## src/rtl/ldpc_decode_scheduler.sv

```systemverilog
// LDPC decode scheduler: sequences VR and CN sweeps over the circulant nodes,
// runs the syndrome check, and counts iterations until pass, limit or abort.
module ldpc_decode_scheduler #(
    parameter int unsigned LOG2CIRC_SIZE = 2,
    parameter int unsigned PIPE_DEPTH    = 2,
    parameter int unsigned ITER_W        = 6
) (
    input  logic                     clk,
    input  logic                     rst_n,
    input  logic                     start,
    input  logic                     abort,
    input  logic [ITER_W-1:0]        max_iter,
    input  logic                     syn_valid,
    input  logic                     syn_ok,
    output logic                     syn_req,
    output logic                     vr_process,
    output logic                     cn_process,
    output logic [LOG2CIRC_SIZE-1:0] circ_node,
    output logic                     fetch_valid,
    output logic                     wr_en,
    output logic [LOG2CIRC_SIZE-1:0] wr_node,
    output logic [ITER_W-1:0]        iter_count,
    output logic                     busy,
    output logic                     done,
    output logic                     success
);

    localparam int unsigned CIRC_SIZE = 2 ** LOG2CIRC_SIZE;
    localparam int unsigned DRAIN_W   = (PIPE_DEPTH > 1) ? $clog2(PIPE_DEPTH) : 1;
    localparam logic [LOG2CIRC_SIZE-1:0] LAST_NODE  = LOG2CIRC_SIZE'(CIRC_SIZE - 1);
    localparam logic [DRAIN_W-1:0]       LAST_DRAIN = DRAIN_W'(PIPE_DEPTH - 1);

    typedef enum logic [2:0] {
        StIdle,
        StVr,
        StVrDrain,
        StCn,
        StCnDrain,
        StCheck,
        StDone
    } state_e;

    state_e                   state_q, state_d;
    logic [LOG2CIRC_SIZE-1:0] node_q, node_d;
    logic [DRAIN_W-1:0]       drain_q, drain_d;
    logic [ITER_W-1:0]        iter_q, iter_d;
    logic [ITER_W-1:0]        max_q, max_d;
    logic                     success_q, success_d;
    logic                     syn_req_q, syn_req_d;

    // Write-back delay line: one stage per cycle of fetch-to-write latency.
    logic [PIPE_DEPTH-1:0]    vpipe_q;
    logic [LOG2CIRC_SIZE-1:0] npipe_q [PIPE_DEPTH];

    // Next-state logic: abort overrides everything, otherwise walk the sweep sequence.
    always_comb begin
        state_d   = state_q;
        node_d    = node_q;
        drain_d   = drain_q;
        iter_d    = iter_q;
        max_d     = max_q;
        success_d = success_q;
        if (abort) begin
            state_d = StIdle;
            node_d  = '0;
            drain_d = '0;
            if (state_q != StIdle) begin
                success_d = 1'b0;
            end
        end else begin
            unique case (state_q)
                StIdle: begin
                    if (start) begin
                        state_d   = StVr;
                        node_d    = '0;
                        drain_d   = '0;
                        iter_d    = '0;
                        success_d = 1'b0;
                        // A zero limit still runs one iteration.
                        max_d     = (max_iter == '0) ? ITER_W'(1) : max_iter;
                    end
                end
                StVr: begin
                    node_d = node_q + 1'b1;
                    if (node_q == LAST_NODE) begin
                        state_d = StVrDrain;
                    end
                end
                StVrDrain: begin
                    if (drain_q == LAST_DRAIN) begin
                        drain_d = '0;
                        state_d = StCn;
                    end else begin
                        drain_d = drain_q + 1'b1;
                    end
                end
                StCn: begin
                    node_d = node_q + 1'b1;
                    if (node_q == LAST_NODE) begin
                        state_d = StCnDrain;
                    end
                end
                StCnDrain: begin
                    if (drain_q == LAST_DRAIN) begin
                        drain_d = '0;
                        state_d = StCheck;
                    end else begin
                        drain_d = drain_q + 1'b1;
                    end
                end
                StCheck: begin
                    if (syn_valid) begin
                        if (syn_ok) begin
                            state_d   = StDone;
                            success_d = 1'b1;
                        end else if (iter_q == max_q - 1'b1) begin
                            state_d   = StDone;
                            success_d = 1'b0;
                        end else begin
                            iter_d  = iter_q + 1'b1;
                            state_d = StVr;
                        end
                    end
                end
                StDone: begin
                    state_d = StIdle;
                end
                default: begin
                    state_d = StIdle;
                end
            endcase
        end
        syn_req_d = (state_d == StCheck) && (state_q != StCheck);
    end

    // Control state registers.
    always_ff @(posedge clk or negedge rst_n) begin
        if (!rst_n) begin
            state_q   <= StIdle;
            node_q    <= '0;
            drain_q   <= '0;
            iter_q    <= '0;
            max_q     <= '0;
            success_q <= 1'b0;
            syn_req_q <= 1'b0;
        end else begin
            state_q   <= state_d;
            node_q    <= node_d;
            drain_q   <= drain_d;
            iter_q    <= iter_d;
            max_q     <= max_d;
            success_q <= success_d;
            syn_req_q <= syn_req_d;
        end
    end

    // Write-back delay line, flushed on abort so no stale write escapes.
    always_ff @(posedge clk or negedge rst_n) begin
        if (!rst_n) begin
            vpipe_q <= '0;
            for (int i = 0; i < int'(PIPE_DEPTH); i++) begin
                npipe_q[i] <= '0;
            end
        end else if (abort) begin
            vpipe_q <= '0;
            for (int i = 0; i < int'(PIPE_DEPTH); i++) begin
                npipe_q[i] <= '0;
            end
        end else begin
            vpipe_q[0] <= fetch_valid;
            npipe_q[0] <= circ_node;
            for (int i = 1; i < int'(PIPE_DEPTH); i++) begin
                vpipe_q[i] <= vpipe_q[i-1];
                npipe_q[i] <= npipe_q[i-1];
            end
        end
    end

    // Outputs decoded from the registered state.
    always_comb begin
        busy        = (state_q != StIdle);
        vr_process  = (state_q == StVr) || (state_q == StVrDrain);
        cn_process  = (state_q == StCn) || (state_q == StCnDrain);
        fetch_valid = (state_q == StVr) || (state_q == StCn);
        circ_node   = node_q;
        done        = (state_q == StDone);
        syn_req     = syn_req_q;
        wr_en       = vpipe_q[PIPE_DEPTH-1];
        wr_node     = npipe_q[PIPE_DEPTH-1];
        iter_count  = iter_q;
        success     = success_q;
    end

endmodule

```

## config.mk

```make
export PLATFORM = sky130hd
export DESIGN_NAME = ldpc_decode_scheduler
export DESIGN_NICKNAME = d
export VERILOG_FILES = /design/src/rtl/ldpc_decode_scheduler.sv
export SDC_FILE = /design/constraint.sdc
export NUM_CORES = 1
export LEC_CHECK = 0
export BUFFER_PORTS_ARGS = -buffer_cell sky130_fd_sc_hd__buf_4
export CAP_MARGIN = 20
export CORE_ASPECT_RATIO = 1.25
export CORE_MARGIN = 2
export CORE_UTILIZATION = 45
export CTS_BUF_LIST = sky130_fd_sc_hd__clkbuf_16
export DETAILED_ROUTE_END_ITERATION = 8
export PLACE_DENSITY = 0.68
export SYNTH_ARGS = -nofsm -noshare
export SYNTH_HDL_FRONTEND = slang
export SYNTH_SLANG_ARGS = --single-unit
```

## constraint.sdc

```tcl
create_clock -name clk -period 3 [get_ports clk]
set_clock_uncertainty 0.2 [all_clocks]
set_input_delay 0.45 -clock clk [delete_from_list [all_inputs] [get_ports clk]]
set_output_delay 0.45 -clock clk [all_outputs]
set_load 0.02 [all_outputs]
```

==> results of run 1 <==
## state kept, by name, summed over array words and instances (netlist names)
name / count
circ_node: 2
drain_q: 1
iter_count: 6
max_q: 6
npipe_q: 2
state_q: 3
success: 1
syn_req: 1
vpipe_q: 2
wr_node: 2
## final cells by class
| type | instances | area (sq um) | area share (%) |
|---|---|---|---|
| Clock inverter | 1 | 30.03 | 1.639 |
| Timing Repair Buffer | 34 | 257.7 | 14.07 |
| Multi-Input combinational cell | 112 | 742.0 | 40.51 |
| Sequential cell | 26 | 650.6 | 35.52 |
| Tap cell | 37 | 46.29 | 2.527 |
| Clock buffer | 3 | 75.07 | 4.098 |
| Inverter | 8 | 30.03 | 1.639 |
## where the power goes
group	internal [mW]	total (mW)	switching, mW	leakage, nW
Clock	0.265	0.382	0.117	0.0511
Combinational	0.0755	0.158	0.0829	0.461
Sequential	0.372	0.392	0.0198	0.348
Total	0.713	0.933	0.220	0.860
## cells in the final DEF, fill, tap and decap left out, drive strengths merged, types with 2 or more instances in the layout
cell type and n:
a31oi 2, nand2 13, or3 3, clkbuf 3, a21o 3, o22ai 2
inv 8, xor2 3, ha 3, and3 2, nor2 13, nor2b 8
o211ai 2, dfrtp 26, mux2i 2, nand2b 4, a21oi 9, mux2 6
nor4 3, o21ai 6, nand3 4, xnor2 6, buf 33
## layer usage
metal | track usage, % | share of wire (%)
met5 | 0 | 0
met4 | 9.146 | 1.8
met3 | 2.212 | 3.7
met2 | 35.12 | 54
met1 | 22.05 | 41
## worst reg2reg max path, stage by stage, from the launching register on
cell and delay (ps):
dfrtp_1 400, inv_1 90, ha_1 200, or3b_2 450, a211o_1 310, nor4_2 320
a21oi_2 150, nand4_1 130, mux2_1 330
## cell families after synthesis
family | count (synthesis) | synth area share [%]
xor gates and xnor gates | 9 | 5.380
and+or+nand+nor | 59 | 21.69
muxes | 8 | 5.978
AOI/OAI and AO/OA | 33 | 15.03
adders and majority gates | 3 | 2.562
DFF | 26 | 44.41
buffers and inverters | 17 | 4.952
## path summary, 6_finish.rpt
path	startpoint	end	slack, ps	cells after the start
max	max_q[0]	iter_count[5]	300	8
min	max_iter[2]	max_q[2]	230	2
max reg2reg	max_q[0]	iter_count[5]	300	8
min reg2reg	vpipe_q[0]	vpipe_q[1]	280	1
max in group asynchronous	rst_n	iter_count[1]	1920	2
min in group asynchronous	rst_n	wr_node[0]	430	2
==> flow_summary.ini, run 1 <==
[clocking]
cts.htree.levels = 1
worstSkewPairLatency_ps = 260
clkTransAtPathRegs_ps = 60
cts_tree = yes
cts.path.max_buffers = 2
cts_hold_buffers = 1
cts_resized = 0
cell_chosen_for_the_clock_root = clkbuf_16
post-cts-setup-buffers = 0
cts_made_buffers = 3
cts_sinks = 26

[drt]
wl_per_cell_um = 14.50
firstDrtPassIters = 4
drtAntennaViolNets = 0
via_count = 1221
routed_via_density = 5.525
post-route-drc-count = 0
postRouteWirelength_mm = 3.204
drt_iter0_markers = 24

[pwr]
total_leakage_power_nw = 0.8599
p_total_mw = 0.9327
power_density_nw_per_um2 = 509.2
irDropWorstVdd_uv = 279.9

[sta]
tightest_slew_ps = 425.3
report.final.setup_viol = 0
report.final.slew_viol_count = 0
fin_crit_sh_pct = 89.97
finalSetupTns_ps = 0
worst_slew_margin_rel_pct = 71.41
worst_slack_ps = 300.9
final_period_minus_worst_setup_slack_ps = 2699
report.final.hold_viol_count = 0
fin_hold_ws_ps = 229.3
setup_repair_after_global_routing_missed_its_margin = false
max_freq_mhz = 370.5

[synth]
synth-main-ff-cell = dfrtp_1
fraction_of_registers_with_async_set_or_reset_after_synthesis_pct = 100.0
post_synthesis_average_cell_area_sq_um = 9.453
synth_fp_nets = 170
post_synth_edffs = 0
synth_sequential_area_ratio_pct = 44.41
most_common_cell_in_the_netlist = dfrtp_1
synth_top_cells_by_count = dfrtp_1 (26), nand2_1 (13), nor2_1 (13)
synth.distinct_cells = 46
synth_top_area_share_pct = 44.41
yosysWarningCount = 0
netlist_instances = 155
dominant_cells_by_area_after_synthesis = dfrtp_1 (44%), mux2_2 (3.8%), xnor2_1 (3.6%)
post-synth-top-area-cell = dfrtp_1
syn-cell-area_sq_um = 1465
ff_latch_count_synth = 26

[worst_hold_path]
min_path_type = input port to flip-flop

[grt]
wire_length_of_the_first_global_routing_pass_mm = 5.202
grt_max_degree = 27
first_global_vias = 1179
grt_usage_pct = 19.46
grt_antenna_before_repair = 0
globalRouteOverflowTotal = 0

[critical_path]
critical_path.cell_chain = inv_1 -> ha_1 -> or3b_2 -> a211o_1 -> nor4_2 -> a21oi_2 -> nand4_1 -> mux2_1
cp_top_family = simple AND/OR/NAND/NOR gates
worst-endpoint-arrival_ps = 2640
path_buf_inv = 1
criticalPathCategory = flip-flop to flip-flop
end_kind = flip-flop
timing.critical_path.required_ps = 2940
max_incr_delay_on_cp_ps = 450
cell_type_of_the_slowest_stage_on_the_worst_timing_path = or3b_2
crit_path_max_fanout = 5
worst_setup_path_start_kind = flip-flop

[placed_design]
gp_congestion = 0.8664
dp_slack_ps = 317.9
buffer_ports.inserted = 29
postPlaceCellArea_sq_um = 1717
dp_hpwl_mm = 2.391
dpl.cell_count = 216

[die]
pin_count = 30
std_cell_rows = 23
fp.dieH_um = 67.80
floorplan.die.width_um = 55.04
dieArea_sq_um = 3731
core_sq_um = 3166
initial_core_utilization_pct = 46.28

[cells_and_area]
areaGrowthSynthToFinish_pct = 25.02
num_antenna_cells = 0
layout.core_utilization_pct = 57.87
finalNetCount = 200
drive_gt1_share_pct = 26.09
final_instance_count_excl_fillers = 221
filler_cell_count = 291
post-route-cell-area_sq_um = 1832

[job]
max_cap_violations = 0

[run_status]
outcome = finished, final reports clean
(Power assumes the default switching activity.)
==> run 2, diff against run 1 <==
--- a/config.mk
+++ b/config.mk
@@ -9,10 +9,9 @@
 export CAP_MARGIN = 20
 export CORE_ASPECT_RATIO = 1.25
 export CORE_MARGIN = 2
-export CORE_UTILIZATION = 45
-export CTS_BUF_LIST = sky130_fd_sc_hd__clkbuf_16
+export CORE_UTILIZATION = 35
+export CTS_BUF_LIST = sky130_fd_sc_hd__clkbuf_2
 export DETAILED_ROUTE_END_ITERATION = 8
-export PLACE_DENSITY = 0.68
 export SYNTH_ARGS = -nofsm -noshare
 export SYNTH_HDL_FRONTEND = slang
 export SYNTH_SLANG_ARGS = --single-unit
==> run 2 against run 1 <==
  * Register-to-register slack improved by 40 ps
  * Die area rose by 27%
  * Setup slack improved by 45 ps
  * Fmax rose by 1.7%
  * Largest power group unchanged
  * Power fell by 28%
  * Critical path depth fell by 2
  * Sequential power barely moved
  * Clock-buffer cell count did not move
  * Critical path type unchanged
==> flow_summary.ini, run 2 (synthesis gave the netlist of run 1 again) <==
[critical_path]
worst_path_most_repeated_cell = a21o_1
criticalPathCategory = flip-flop to flip-flop
worst-endpoint-arrival_ps = 2710
max_incr_delay_on_cp_ps = 690
cp_top_family = simple AND/OR/NAND/NOR gates
crit_path_max_fanout = 12
cell_type_of_the_slowest_stage_on_the_worst_timing_path = or4b_1
path_buf_inv = 0
end_kind = flip-flop
timing.critical_path.required_ps = 3050
critical_path.cell_chain = or4b_1 -> a21o_1 -> a21o_1 -> a21oi_2 -> nand4_1 -> mux2_1
worst_setup_path_start_kind = flip-flop

[drt]
drtAntennaViolNets = 0
post-route-drc-count = 0
routed_via_density = 5.139
drt_iter0_markers = 35
firstDrtPassIters = 4
postRouteWirelength_mm = 3.198
wl_per_cell_um = 13.44
via_count = 1223

[placed_design]
postPlaceCellArea_sq_um = 1733
dp_hpwl_mm = 2.402
buffer_ports.inserted = 29
gp_congestion = 0.8611

[sta]
report.final.hold_viol_count = 0
max_freq_mhz = 376.7
setup_repair_after_global_routing_missed_its_margin = false
fin_hold_ws_ps = 127.7
worst_slew_margin_rel_pct = 72.49
tightest_slew_ps = 409.2
report.final.setup_viol = 0
final_period_minus_worst_setup_slack_ps = 2654
fin_crit_sh_pct = 88.48
report.final.slew_viol_count = 0
finalSetupTns_ps = 0

[worst_hold_path]
min_path_type = input port to flip-flop

[clocking]
cts.htree.levels = 1
cell_chosen_for_the_clock_root = clkbuf_2
cts_sinks = 26
cts.path.max_buffers = 2
clkTransAtPathRegs_ps = 230
worstSkewPairLatency_ps = 330
post-cts-setup-buffers = 0
cts_tree = yes
cts_hold_buffers = 1
cts_made_buffers = 3
cts_resized = 0

[cells_and_area]
layout_commonest_cell = buf_4
drive_gt1_share_pct = 25.27
num_antenna_cells = 0
top_library_cells_by_usage_in_the_layout_fill_and_taps_aside = buf_4 (32), dfrtp_1 (26), nor2_1 (13), nand2_1 (13)
finalNetCount = 199
layout.core_utilization_pct = 43.23
post-route-cell-area_sq_um = 1758
filler_cell_count = 409
areaGrowthSynthToFinish_pct = 19.98

[die]
fp.dieH_um = 76.34
std_cell_rows = 26
initial_core_utilization_pct = 36.03
core_sq_um = 4066
pin_count = 30
floorplan.die.width_um = 61.87
dieArea_sq_um = 4723

[job]
max_cap_violations = 0

[grt]
first_global_vias = 1158
grt_antenna_before_repair = 0
globalRouteOverflowTotal = 0
wire_length_of_the_first_global_routing_pass_mm = 5.140
grt_usage_pct = 14.30
grt_max_degree = 27

[run_status]
outcome = finished, final reports clean

[pwr]
p_total_mw = 0.6745
total_leakage_power_nw = 0.8158
irDropWorstVdd_uv = 149.7
power_density_nw_per_um2 = 383.7
[run 2: changes by cell type in the layout (fill, tap and decap cells not counted), sizes merged]
cell,previous run,this run
buf,33,32
bufinv,1,0
[run 2: cell type report]
cell class	instances	area, sq um	area share, %
inverters	8	30.03	1.708
well taps	56	70.07	3.986
repair buffers	33	250.2	14.23
multi-input cells	112	742.0	42.21
flip-flops and latches	26	650.6	37.01
clock buffers	3	15.01	0.8541
[run 2: final timing paths]
| path | startpoint | endpoint | slack [ps] | depth (start not counted) |
|---|---|---|---|---|
| worst max-delay path | state_q[1] | iter_count[5] | 350 | 6 |
| worst min-delay path | max_iter[1] | max_q[1] | 130 | 3 |
| min in group asynchronous | rst_n | state_q[1] | 330 | 2 |
| worst max register to register | state_q[1] | iter_count[5] | 350 | 6 |
| max in group asynchronous | rst_n | wr_node[0] | 2020 | 2 |
| worst min register to register | vpipe_q[0] | vpipe_q[1] | 290 | 1 |
[run 2: where the power goes]
group	internal (mW)	switching, mW	total, mW
clock network	0.0272	0.0967	0.124
registers	0.372	0.0192	0.392
logic	0.0752	0.0838	0.159
total	0.475	0.200	0.674
[run 2: worst min-delay path, delay by kind of cell]
kind / cells / cell delay (ps)
AO/OA/AOI/OAI: 1 / 70
buffers and inverters: 1 / 80
AND/OR/NAND/NOR: 1 / 40
[run 2: metal layers]
metal,track usage (%),up-vias,part of all wire (%)
met1,17.44,592,43
met5,0,-,0
met2,24.00,28,51
met3,2.377,6,4.3
met4,5.745,0,1.8
li1,-,597,-
[run 2: metrics by stage]
stage / setup WS, ps / cells
final: 345.6 / 238
after floorplan: 526.8 / 155
after global placement: 444.2 / 234
after CTS: 331.8 / 238
after global routing: 181.6 / 238
after detailed placement: 367.1 / 234
